## config.mk

```make
export PLATFORM = sky130hd
export DESIGN_NAME = multicycle_ctrl
export DESIGN_NICKNAME = d
export VERILOG_FILES = /design/src/rtl/multicycle_ctrl.sv
export SDC_FILE = /design/constraint.sdc
export NUM_CORES = 1
export LEC_CHECK = 0
export CORE_UTILIZATION = 38
export CTS_CLUSTER_DIAMETER = 40
export DETAILED_ROUTE_END_ITERATION = 12
export PLACE_DENSITY = 0.66
export SETUP_SLACK_MARGIN = 0.2
export SYNTH_ARGS = -nofsm -noshare
export SYNTH_HDL_FRONTEND = slang
export SYNTH_SLANG_ARGS = --single-unit
```

## constraint.sdc

```tcl
create_clock -name clk -period 3.3 [get_ports clk]
set_input_delay 0.66 -clock clk [delete_from_list [all_inputs] [get_ports clk]]
set_output_delay 0.66 -clock clk [all_outputs]
set_load 0.05 [all_outputs]
```

## src/rtl/multicycle_ctrl.sv

```systemverilog
`default_nettype none
// ============================================================================
// multicycle_ctrl : control FSM sequencing a multi-cycle datapath build.
// Optional build macro MC_PERF_CNT_EN adds the cycle_cnt / instr_cnt counters.
// Revision: 1.0
// ============================================================================
module multicycle_ctrl #(
  parameter int ADDR_W = 32
) (
  input  logic       clk,
  input  logic       rst,
  input  logic       run,
  input  logic [5:0] opcode,
  input  logic       mem_ready,
  output logic       pc_write,
  output logic       pc_write_cond,
  output logic [1:0] pc_source,
  output logic       i_or_d,
  output logic       mem_read,
  output logic       mem_write,
  output logic       ir_write,
  output logic       reg_dst,
  output logic [1:0] mem_to_reg,
  output logic       reg_write,
  output logic       alu_src_a,
  output logic [1:0] alu_src_b,
  output logic [1:0] alu_op,
  output logic       illegal,
  output logic [3:0] state
`ifdef MC_PERF_CNT_EN
  ,
  output logic [ADDR_W-1:0] cycle_cnt,
  output logic [ADDR_W-1:0] instr_cnt
`endif
);

  typedef enum logic [3:0] {
    S_IDLE   = 4'd0,
    S_FETCH  = 4'd1,
    S_DECODE = 4'd2,
    S_MEMADR = 4'd3,
    S_MEMRD  = 4'd4,
    S_MEMWB  = 4'd5,
    S_MEMWR  = 4'd6,
    S_EXEC   = 4'd7,
    S_ALUWB  = 4'd8,
    S_BRANCH = 4'd9,
    S_JUMP   = 4'd10,
    S_IMMEX  = 4'd11,
    S_IMMWB  = 4'd12,
    S_TRAP   = 4'd13
  } state_t;

  typedef enum logic [2:0] {
    C_NONE  = 3'd0,
    C_LW    = 3'd1,
    C_SW    = 3'd2,
    C_RTYPE = 3'd3,
    C_BEQ   = 3'd4,
    C_J     = 3'd5,
    C_ADDI  = 3'd6,
    C_LUI   = 3'd7
  } op_class_t;

  localparam logic [5:0] c_op_rtype = 6'b000000;
  localparam logic [5:0] c_op_j     = 6'b000010;
  localparam logic [5:0] c_op_beq   = 6'b000100;
  localparam logic [5:0] c_op_addi  = 6'b001000;
  localparam logic [5:0] c_op_lui   = 6'b001111;
  localparam logic [5:0] c_op_lw    = 6'b100011;
  localparam logic [5:0] c_op_sw    = 6'b101011;

  // Two-flop synchroniser: assertion is immediate, release is aligned to clk.
  logic r_rst_meta;
  logic r_rst_n;

  always_ff @(posedge clk or negedge rst) begin
    if (!rst) begin
      r_rst_meta <= 1'b0;
      r_rst_n    <= 1'b0;
    end else begin
      r_rst_meta <= 1'b1;
      r_rst_n    <= r_rst_meta;
    end
  end

  state_t    r_state;
  state_t    w_next;
  op_class_t r_class;
  op_class_t w_dec_class;
  op_class_t w_class_eff;
  logic      w_terminal;
  logic      w_fetch_done;

  logic       r_pc_write;
  logic       r_pc_write_cond;
  logic [1:0] r_pc_source;
  logic       r_i_or_d;
  logic       r_mem_read;
  logic       r_mem_write;
  logic       r_reg_dst;
  logic [1:0] r_mem_to_reg;
  logic       r_reg_write;
  logic       r_alu_src_a;
  logic [1:0] r_alu_src_b;
  logic [1:0] r_alu_op;
  logic       r_illegal;

  always_comb begin
    w_dec_class = C_NONE;
    case (opcode)
      c_op_lw:    w_dec_class = C_LW;
      c_op_sw:    w_dec_class = C_SW;
      c_op_rtype: w_dec_class = C_RTYPE;
      c_op_beq:   w_dec_class = C_BEQ;
      c_op_j:     w_dec_class = C_J;
      c_op_addi:  w_dec_class = C_ADDI;
      c_op_lui:   w_dec_class = C_LUI;
      default:    w_dec_class = C_NONE;
    endcase
  end

  // The class register only becomes valid after DECODE, so bypass it there.
  assign w_class_eff  = (r_state == S_DECODE) ? w_dec_class : r_class;
  assign w_fetch_done = (r_state == S_FETCH) && mem_ready;
  assign w_terminal   = (r_state inside {S_MEMWB, S_ALUWB, S_BRANCH, S_JUMP, S_IMMWB}) ||
                        ((r_state == S_MEMWR) && mem_ready);

  always_comb begin
    w_next = r_state;
    case (r_state)
      S_IDLE:   if (run) w_next = S_FETCH;
      S_FETCH:  if (mem_ready) w_next = S_DECODE;
      S_DECODE: begin
        case (w_dec_class)
          C_LW, C_SW: w_next = S_MEMADR;
          C_RTYPE:    w_next = S_EXEC;
          C_BEQ:      w_next = S_BRANCH;
          C_J:        w_next = S_JUMP;
          C_ADDI:     w_next = S_IMMEX;
          C_LUI:      w_next = S_IMMWB;
          default:    w_next = S_TRAP;
        endcase
      end
      S_MEMADR: w_next = (r_class == C_SW) ? S_MEMWR : S_MEMRD;
      S_MEMRD:  if (mem_ready) w_next = S_MEMWB;
      S_EXEC:   w_next = S_ALUWB;
      S_IMMEX:  w_next = S_IMMWB;
      S_TRAP:   w_next = S_TRAP;
      S_MEMWB, S_MEMWR, S_ALUWB, S_BRANCH, S_JUMP, S_IMMWB: w_next = r_state;
      default:  w_next = S_IDLE;
    endcase
    if (w_terminal) begin
      w_next = run ? S_FETCH : S_IDLE;
    end
  end

  // Outputs are registered from the next state so they line up with r_state.
  always_ff @(posedge clk or negedge r_rst_n) begin
    if (!r_rst_n) begin
      r_state         <= S_IDLE;
      r_class         <= C_NONE;
      r_illegal       <= 1'b0;
      r_pc_write      <= 1'b0;
      r_pc_write_cond <= 1'b0;
      r_pc_source     <= 2'b00;
      r_i_or_d        <= 1'b0;
      r_mem_read      <= 1'b0;
      r_mem_write     <= 1'b0;
      r_reg_dst       <= 1'b0;
      r_mem_to_reg    <= 2'b00;
      r_reg_write     <= 1'b0;
      r_alu_src_a     <= 1'b0;
      r_alu_src_b     <= 2'b00;
      r_alu_op        <= 2'b00;
    end else begin
      r_state <= w_next;
      if (r_state == S_DECODE) begin
        r_class <= w_dec_class;
      end
      if (w_next == S_TRAP) begin
        r_illegal <= 1'b1;
      end
      r_pc_write      <= 1'b0;
      r_pc_write_cond <= 1'b0;
      r_pc_source     <= 2'b00;
      r_i_or_d        <= 1'b0;
      r_mem_read      <= 1'b0;
      r_mem_write     <= 1'b0;
      r_reg_dst       <= 1'b0;
      r_mem_to_reg    <= 2'b00;
      r_reg_write     <= 1'b0;
      r_alu_src_a     <= 1'b0;
      r_alu_src_b     <= 2'b00;
      r_alu_op        <= 2'b00;
      case (w_next)
        S_FETCH: begin
          r_mem_read  <= 1'b1;
          r_alu_src_b <= 2'b01;
        end
        S_DECODE: r_alu_src_b <= 2'b11;
        S_MEMADR, S_IMMEX: begin
          r_alu_src_a <= 1'b1;
          r_alu_src_b <= 2'b10;
        end
        S_MEMRD: begin
          r_mem_read <= 1'b1;
          r_i_or_d   <= 1'b1;
        end
        S_MEMWB: begin
          r_mem_to_reg <= 2'b01;
          r_reg_write  <= 1'b1;
        end
        S_MEMWR: begin
          r_mem_write <= 1'b1;
          r_i_or_d    <= 1'b1;
        end
        S_EXEC: begin
          r_alu_src_a <= 1'b1;
          r_alu_op    <= 2'b10;
        end
        S_ALUWB: begin
          r_reg_dst   <= 1'b1;
          r_reg_write <= 1'b1;
        end
        S_BRANCH: begin
          r_alu_src_a     <= 1'b1;
          r_alu_op        <= 2'b01;
          r_pc_write_cond <= 1'b1;
          r_pc_source     <= 2'b01;
        end
        S_JUMP: begin
          r_pc_write  <= 1'b1;
          r_pc_source <= 2'b10;
        end
        S_IMMWB: begin
          r_reg_write  <= 1'b1;
          r_mem_to_reg <= (w_class_eff == C_LUI) ? 2'b10 : 2'b00;
        end
        default: ;
      endcase
    end
  end

  // IR and PC loads in FETCH follow mem_ready in the same cycle.
  assign pc_write      = r_pc_write | w_fetch_done;
  assign ir_write      = w_fetch_done;
  assign pc_write_cond = r_pc_write_cond;
  assign pc_source     = r_pc_source;
  assign i_or_d        = r_i_or_d;
  assign mem_read      = r_mem_read;
  assign mem_write     = r_mem_write;
  assign reg_dst       = r_reg_dst;
  assign mem_to_reg    = r_mem_to_reg;
  assign reg_write     = r_reg_write;
  assign alu_src_a     = r_alu_src_a;
  assign alu_src_b     = r_alu_src_b;
  assign alu_op        = r_alu_op;
  assign illegal       = r_illegal;
  assign state         = r_state;

`ifdef MC_PERF_CNT_EN
  localparam logic [ADDR_W-1:0] c_cnt_one = {{(ADDR_W-1){1'b0}}, 1'b1};

  always_ff @(posedge clk or negedge r_rst_n) begin
    if (!r_rst_n) begin
      cycle_cnt <= '0;
      instr_cnt <= '0;
    end else begin
      if ((r_state != S_IDLE) && (r_state != S_TRAP)) begin
        cycle_cnt <= cycle_cnt + c_cnt_one;
      end
      if (w_terminal) begin
        instr_cnt <= instr_cnt + c_cnt_one;
      end
    end
  end
`else
  // ADDR_W only sizes the performance counters, which are absent here.
  generate
    if (ADDR_W > 0) begin : g_no_perf_cnt
    end
  endgenerate
`endif

endmodule
`default_nettype wire

```

== After elaboration in Yosys (flattened, before gate mapping) ==
Cells that the tools add are included.

* Bits in registers: 26
* Latch bits: 0
* Memory bits (writable): 0
* ROM bits: 0
* Bits of input ports: 10
* Output and inout port bits: 22
* Word-level logic and storage cells: 95
* Memories kept: 0

* Add/subtract/negate cells: 0
* Multipliers: 0
* Div/mod/pow operators: 0
* $lt $le $gt $ge: 0
* Equality and inequality tests: 41
* Shift-type cells: 0
* Multiplexer cells: 23
* Bitwise gates (word level): 1
* Reduce and logical (&&, ||, !) cells: 13

{| class="wikitable"
|+ Operators with widths
! operator !! count
|-
| 4-bit equality test, second input constant || 12
|-
| 4-bit case mux with 9 select lines || 1
|-
| 4-bit by 3-bit equality test with 1-bit output, second input constant || 8
|-
| 4-bit case mux with 6 select lines || 1
|-
| 3-bit case mux with 7 select lines || 1
|-
| 4-bit by 2-bit equality test with 1-bit output, second input constant || 4
|-
| 4-bit 2-to-1 mux || 4
|-
| 3-bit equality test, second input constant || 5
|-
| 6-bit by 4-bit equality test with 1-bit output, second input constant || 2
|-
| 6-bit equality test, second input constant || 2
|-
| 2-bit case mux with 2 select lines || 3
|-
| 3-bit by 2-bit equality test with 1-bit output, second input constant || 3
|-
| 1-bit 2-to-1 mux || 9
|-
| 4-bit by 1-bit equality test with 1-bit output, second input constant || 2
|-
| 2-bit OR reduction || 4
|-
| 6-bit by 2-bit equality test with 1-bit output, second input constant || 1
|-
| 6-bit by 3-bit equality test with 1-bit output, second input constant || 1
|-
| 6-bit logical NOT || 1
|-
| 2-bit case mux with 3 select lines || 1
|-
| 6-bit OR reduction || 1
|-
| 5-bit nonzero test || 1
|-
| 4-bit logical NOT || 1
|-
| 2-bit 2-to-1 mux || 2
|-
| 4-bit OR reduction || 1
|-
| other kinds (6) || 7
|}

== Longest topological paths before layout ==
Gate-level depths: netlist of run 1.

* Depth in word-level cells: 10
* Depth in mapped cells: 8
* Depth with buffers taken out: 6

== Worst setup path after synthesis of run 1 ==
Ideal clock, no wire load.

* Path kind: reg2out
* From: reg r_state[3], in the netlist state[3]
* To: out pc_write
* Arrival time: 1.586 ns
* Required time: 2.640 ns
* Setup slack: 1.054 ns
* Stages on the path, launching flop included: 5
* Path buffers: 1
* Cell sequence: dfrtp_1 > buf_6 > nor2_1 > nand3_1 > nand2b_1

* Longest elaborated chain between the ends: 3

{| class="wikitable"
|+ RTL lines
! what !! line !! source
|-
| start, declared || 87 || <nowiki>state_t r_state;</nowiki>
|-
| start signal, assigned || 177 || <nowiki>r_state <= w_next;</nowiki>
|-
| 4-bit by 1-bit equality test with 1-bit output || 125 || <nowiki>assign w_fetch_done = (r_state == S_FETCH) && mem_ready;</nowiki>
|-
| 1-bit logical AND || 125 ||
|-
| 1-bit OR || 246 || <nowiki>assign pc_write = r_pc_write | w_fetch_done;</nowiki>
|-
| end, declared || 15 || <nowiki>output logic pc_write,</nowiki>
|}

No other way between the ends.

== Worst setup path in the final report of run 1 ==
* From: in opcode[3]
* To: reg r_reg_write, in the netlist reg_write

* Longest elaborated chain between the ends: 10
* Elaborated cells on any way between the ends: 24
* Classes of those cells: eq/ne: 16; mux: 5; reduce/logical: 3

{| class="wikitable"
|+ RTL lines
! what !! line !! source
|-
| start, declared || 13 || <nowiki>input logic [5:0] opcode,</nowiki>
|-
| 6-bit by 4-bit equality test with 1-bit output, or another cell as far along || 111 || <nowiki>case (opcode)</nowiki>
|-
| 3-bit case mux with 7 select lines * || 111 ||
|-
| 3-bit by 1-bit equality test with 1-bit output or 3-bit by 2-bit equality test with 1-bit output (tied branches) || 135 || <nowiki>case (w_dec_class)</nowiki>
|-
| 2-bit OR reduction || 135 ||
|-
| 4-bit case mux with 6 select lines * || 135 ||
|-
| 4-bit case mux with 9 select lines * || 131 || <nowiki>case (r_state)</nowiki>
|-
| 4-bit 2-to-1 mux * || 153 || <nowiki>if (w_terminal) begin</nowiki>
|-
| net w_next[1] || 88 || <nowiki>state_t w_next;</nowiki>
|-
| 4-bit equality test or 4-bit by 3-bit equality test with 1-bit output (tied branches) || 196 || <nowiki>case (w_next)</nowiki>
|-
| 3-bit OR reduction (no source line) * || -- ||
|-
| 1-bit 2-to-1 mux * || 196 ||
|-
| end signal, assigned || 172 || <nowiki>r_reg_write <= 1'b0;</nowiki>
|-
| end signal, assigned || 192 || <nowiki>r_reg_write <= 1'b0;</nowiki>
|-
| end signal, assigned || 212 || <nowiki>r_reg_write <= 1'b1;</nowiki>
|-
| end, declared || 103 || <nowiki>logic r_reg_write;</nowiki>
|}

The timed path passes the listed nets; every way through them passes the cells marked *.
A chain may end at the register's enable or synchronous reset.

==> results of run 1 <==
[power by group through the flow]
stage | Clock, mW | Combinational [mW] | Sequential [mW]
global route | 0.271 | 0.875 | 0.479
finish | 0.250 | 0.819 | 0.464
detailed placement | 0 | 0.817 | 0.469
global placement | 0 | 0.808 | 0.465
floorplan | 0 | 0.476 | 0.596
CTS | 0.255 | 0.821 | 0.463
[layer usage]
layer,vias up,share of wire
met3,5,0.030
li1,587,-
met2,25,0.52
met4,0,0.015
met5,-,0
met1,553,0.44
[worst reg2reg max path, stage by stage (launching register included)]
cell and delay [ns]:
dfrtp_1 0.65, nor2b_1 0.27, nand2_1 0.28, or4_4 0.59, a31oi_4 0.26, inv_2 0.09
a31o_1 0.22
[path summary, 6_finish.rpt]
kind | endpoint | depth (start not counted) | slack (ns)
worst max register to register | reg_write | 6 | 0.83
worst min-delay path | mem_read | 0 | 0.35
max in group asynchronous | reg_write | 0 | 2.43
worst min register to register | mem_read | 0 | 0.35
worst max-delay path | reg_write | 7 | 0.55
min in group clk | r_rst_n | 0 | 0.36
[through the flow]
stage | hold WS [ns] | area, µm²
finish | 0.347 | 1840
global route | 0.375 | 1840
CTS | 0.354 | 1840
detailed placement | 0.336 | 1770
global placement | 0.337 | 1770
floorplan | 0.280 | 1470
[kinds of logic after synthesis]
group / count (synthesis) / share of synthesized area
buf+inv: 16 / 0.0820
xor+xnor: 3 / 0.0179
other cells: 1 / 0.00256
simple gates: 60 / 0.258
fa+ha+maj: 1 / 0.00769
compound gates: 39 / 0.222
flops: 24 / 0.410
[Yosys cell counts (all sizes together), types with 5 or more instances]
cell type / count / area share
a31oi: 7 / 0.049
buf: 8 / 0.045
dfrtp: 24 / 0.41
nand2: 13 / 0.033
nand3: 5 / 0.020
nor2: 6 / 0.015
nor3: 8 / 0.035
o21ai: 6 / 0.020
[cell type report]
cell class / instances / area, µm²
fillers: 343 / 1840
multi-input cells: 104 / 744
flip-flops and latches: 24 / 601
repair buffers: 34 / 353
well taps: 48 / 60.1
clock buffers: 3 / 41.3
clock inverters: 1 / 30.0
inverters: 4 / 15.0
[cells in the final DEF, fill, tap and decap left out, drive strengths merged, types with 5 or more instances in the layout]
cell,n
clkdlybuf4s50,29
dfrtp,24
nand2,13
nor3,8
a31oi,7
nor2,6
o21ai,6
nand3,5
buf,5
==> flow_summary.ini, run 1 <==
[sta]
hold_viol = 0
final.setup.tns_ns = 0
rsz0062_at_grt = false
clock_skew_ns = 0.00426
final.min_clock_period_ns = 2.75
min_period_over_period = 0.834
layout_setup_ws_ns = 0.547
setup_viol = 0
slew-limit-headroom = 0.443
worstMarginPinSlew_ns = 0.835
drv_slew = 0
max_freq_mhz = 363

[finish]
final-instance-count-excl-fill = 218
post-route-util = 0.500
num_antenna_cells = 0
largest_register_ffs = 4
fin_nets = 181
post_route_cells_drive_above_1_share = 0.176
area_delta_synth_final_pct = 25.9

[clock_tree]
cts.htree.levels = 1
postCtsSetupRepairBufs = 0
cts.clk_slew.worst_paths_ns = 0.08
clk_latency_ns = 0.26
cts-root-buf = clkbuf_8
hold_buffers = 0
cts_tree = done
cts.sinks = 24
cts_buffers = 3
cts_resized = 0
clockBufferDepth = 2

[setup_path]
cpLargestDelayFamily = compound AO/OA/AOI/OAI gates
cp-end-kind = register
crit_type = input pin to register
worstPathArrival_ns = 2.91
cp_cell_sequence = clkdlybuf4s50_1 > maj3_2 > o31a_1 > or4_4 > a31oi_4 > inv_2 > a31o_1
worst-path-buf-inv = 2
cp-start-kind = input pin
worstPathMaxFanout = 12
worstPathRequired_ns = 3.46
timing.rr.start = state[1]
critPathMaxStageDelay_ns = 0.60
crit_start = opcode[3]
critical_path.slowest_cell = clkdlybuf4s50_1

[route]
drt_iter0_markers = 34
ant_nets = 0
vias = 1170
via_per_inst = 5.37
drc = 0
wl_per_cell_um = 13.8
dr.pass1.iters = 4
finalWirelength_um = 3020

[synth]
ys_ff_latch = 24
synth_edf_count = 0
yosysUniqueCellTypes = 54
avgSynthCellArea_um2 = 10.2
yosysWarnings = 0
synth_fp_nets = 154
netlist_area_mm2 = 0.00147
synthArstFlopShare = 1.00
synth-main-ff-cell = dfrtp_1
synth_cells = 144
ys_seq_area_frac = 0.410

[placement]
hpwl_um = 2300
port_buffers = 31
place.gp.congestion = 0.838
dp.cells = 214
place_ws_ns = 0.277

[power_and_ir_drop]
p_int_uw = 822
power_density_mw_per_mm2 = 831
power.total_mw = 1.53
pwr-share-clk = 0.163
seq_power_share = 0.303
leakage_nw = 0.746
power.switching_uw = 711
combPwrFrac = 0.534
irDropWorstVdd_uv = 432
sw_frac_of_total = 0.464

[floorplanning]
rows = 22
num_io_pins = 32
die_w_um = 64.1
core_area_mm2 = 0.00369
die_h_um = 64.1
dieArea_mm2 = 0.00411
initial_utilization = 0.397

[global_routing]
grt_use_met1 = 0.187
grt_pass1_vias = 1082
gr-total-overflow = 0
met3_usage = 0.0321
antenna_found_initial = 0
grtUsageMet2 = 0.281
grt_max_degree = 23
grt_pass1_wl_um = 5040
grt.total_usage = 0.159
top_usage_layer = met2

[outcome]
outcome = completed

[flow_run]
drv_cap = 0

[min_path]
hold_path_class = register to asynchronous set/reset pin
(Power assumes the default switching activity.)
==> run 2: changes to the inputs <==
--- a/config.mk
+++ b/config.mk
@@ -8,7 +8,7 @@
 export CORE_UTILIZATION = 38
 export CTS_CLUSTER_DIAMETER = 40
 export DETAILED_ROUTE_END_ITERATION = 12
-export PLACE_DENSITY = 0.66
+export PLACE_DENSITY = 0.68
 export SETUP_SLACK_MARGIN = 0.2
 export SYNTH_ARGS = -nofsm -noshare
 export SYNTH_HDL_FRONTEND = slang
==> constraint.sdc (replaced) <==
create_clock -name clk -period 2.3 [get_ports clk]
set_input_delay 0.46 -clock clk [delete_from_list [all_inputs] [get_ports clk]]
set_output_delay 0.46 -clock clk [all_outputs]
set_load 0.05 [all_outputs]
==> run 2 against run 1 <==
- non-clock buffer count grew 21
- clock skew shrank 0.0033 ns
- routed wire length grew 6.8%
- worst hold slack lost 0.0039 ns
- via count grew 8.5%
- setup slack lost 0.32 ns
- final area grew 9.1%
- critical path depth shrank 2
- sequential share of layout area shrank 2.5 points
- power grew 52%
- sequential cell count is the same
- die area is the same
- largest power group unchanged
- highest routed layer unchanged
==> flow_summary.ini, run 2 (synthesized netlist as in run 1, its figures left out) <==
[floorplanning]
die_w_um = 64.1
core_area_mm2 = 0.00369
dieArea_mm2 = 0.00411
num_io_pins = 32
rows = 22
initial_utilization = 0.397
die_h_um = 64.1

[clock_tree]
clockBufferDepth = 2
cts.htree.levels = 1
cts_buffers = 3
cts-root-buf = clkbuf_8
cts.sinks = 24
cts.clk_slew.worst_paths_ns = 0.08
clk_latency_ns = 0.26
cts_tree = done

[sta]
final.setup.tns_ns = 0
slew-limit-headroom = 0.456
rsz0062_at_grt = true
hold_viol = 0
max_freq_mhz = 481
min_period_over_period = 0.903
whs_ns = 0.343
worstMarginPinSlew_ns = 0.815
final.min_clock_period_ns = 2.08
drv_slew = 0
clock_skew_ns = 0.000971
setup_viol = 0
layout_setup_ws_ns = 0.223

[placement]
place_area_mm2 = 0.00191
place.gp.congestion = 0.924
dp.cells = 232
place_ws_ns = -0.296
hpwl_um = 2550
port_buffers = 31

[setup_path]
r2r_slack_ns = 0.32
worstPathRequired_ns = 1.84
cp-end-kind = output port
worstPathArrival_ns = 1.62
cp-start-kind = input pin
timing.rr.start = state[3]
crit_type = input pin to output port
worstPathMaxFanout = 4
r2r-end = mem_read
ff2ff_path_depth = 7

[global_routing]
grt_pass1_wl_um = 5350
gr-total-overflow = 0
grt_pass1_vias = 1169
grt_max_degree = 23
antenna_found_initial = 0
grt.total_usage = 0.163

[route]
dr.pass1.iters = 4
drt_iter0_markers = 28
ant_nets = 0
finalWirelength_um = 3220
drc = 0
wl_per_cell_um = 13.5
vias = 1270
via_per_inst = 5.31

[flow_run]
drv_cap = 0

[power_and_ir_drop]
irDropWorstVdd_uv = 456
power_density_mw_per_mm2 = 1150
power.total_mw = 2.32
leakage_nw = 0.869

[finish]
final-instance-count-excl-fill = 239
post_route_cells_drive_above_1_share = 0.335
post-route-util = 0.545
largest_register_ffs = 4
num_antenna_cells = 0
fin_nets = 202
final_cell_mix = buf_4 (23), clkdlybuf4s50_1 (22), dfrtp_1 (21)
area_delta_synth_final_pct = 37.3
finalInstanceArea_mm2 = 0.00201
final_common_cell = buf_4

[outcome]
outcome = completed

[min_path]
hold_path_class = register to asynchronous set/reset pin
-- run 2: area by class of cell --
class / count / area (µm²)
Fill cell: 346 / 1680
Multi-Input combinational cell: 104 / 779
Sequential cell: 24 / 604
Timing Repair Buffer: 55 / 498
Tap cell: 48 / 60.1
Clock buffer: 4 / 55.1
Inverter: 4 / 15.0
-- run 2: worst max path at each step --
stage	from	end	slack (ns)
5_1_grt	mem_ready	pc_write	0.18
6_report	mem_ready	pc_write	0.22
4_1_cts	state[1]	state[1]	0.20
3_5_place_dp	opcode[1]	alu_op[1]	-0.30
3_3_place_gp	opcode[3]	reg_write	-0.24
2_1_floorplan	state[3]	reg_write	0.25
-- run 2: power breakdown --
part	leakage, nW	total [mW]	switching (mW)	internal [mW]
registers	0.311	0.596	0.0717	0.524
clock network	0.0288	0.275	0.123	0.152
logic	0.530	1.45	0.875	0.576
-- run 2: what timing repair did --
action	CTS	global route
pin swaps	7	7
hold endpoints to repair	0	0
buffers inserted	1	2
resized for setup	11	11
hold buffers	0	0
setup endpoints to repair	17	12
-- run 2: per-layer routing --
| layer | vias to the layer above | global-route usage | wire [µm] |
|---|---|---|---|
| met5 | - | 0 | 0 |
| met4 | 0 | 0.0167 | 13 |
| met3 | 2 | 0.0161 | 74 |
| met2 | 26 | 0.323 | 1740 |
| met1 | 615 | 0.194 | 1390 |
| li1 | 627 | - | - |
-- run 2: worst max-delay path: stages --
cell and delay (ns):
clkdlybuf4s50_1 0.52, nor2b_2 0.20, nand3_2 0.13, nand2b_1 0.15, buf_12 0.15
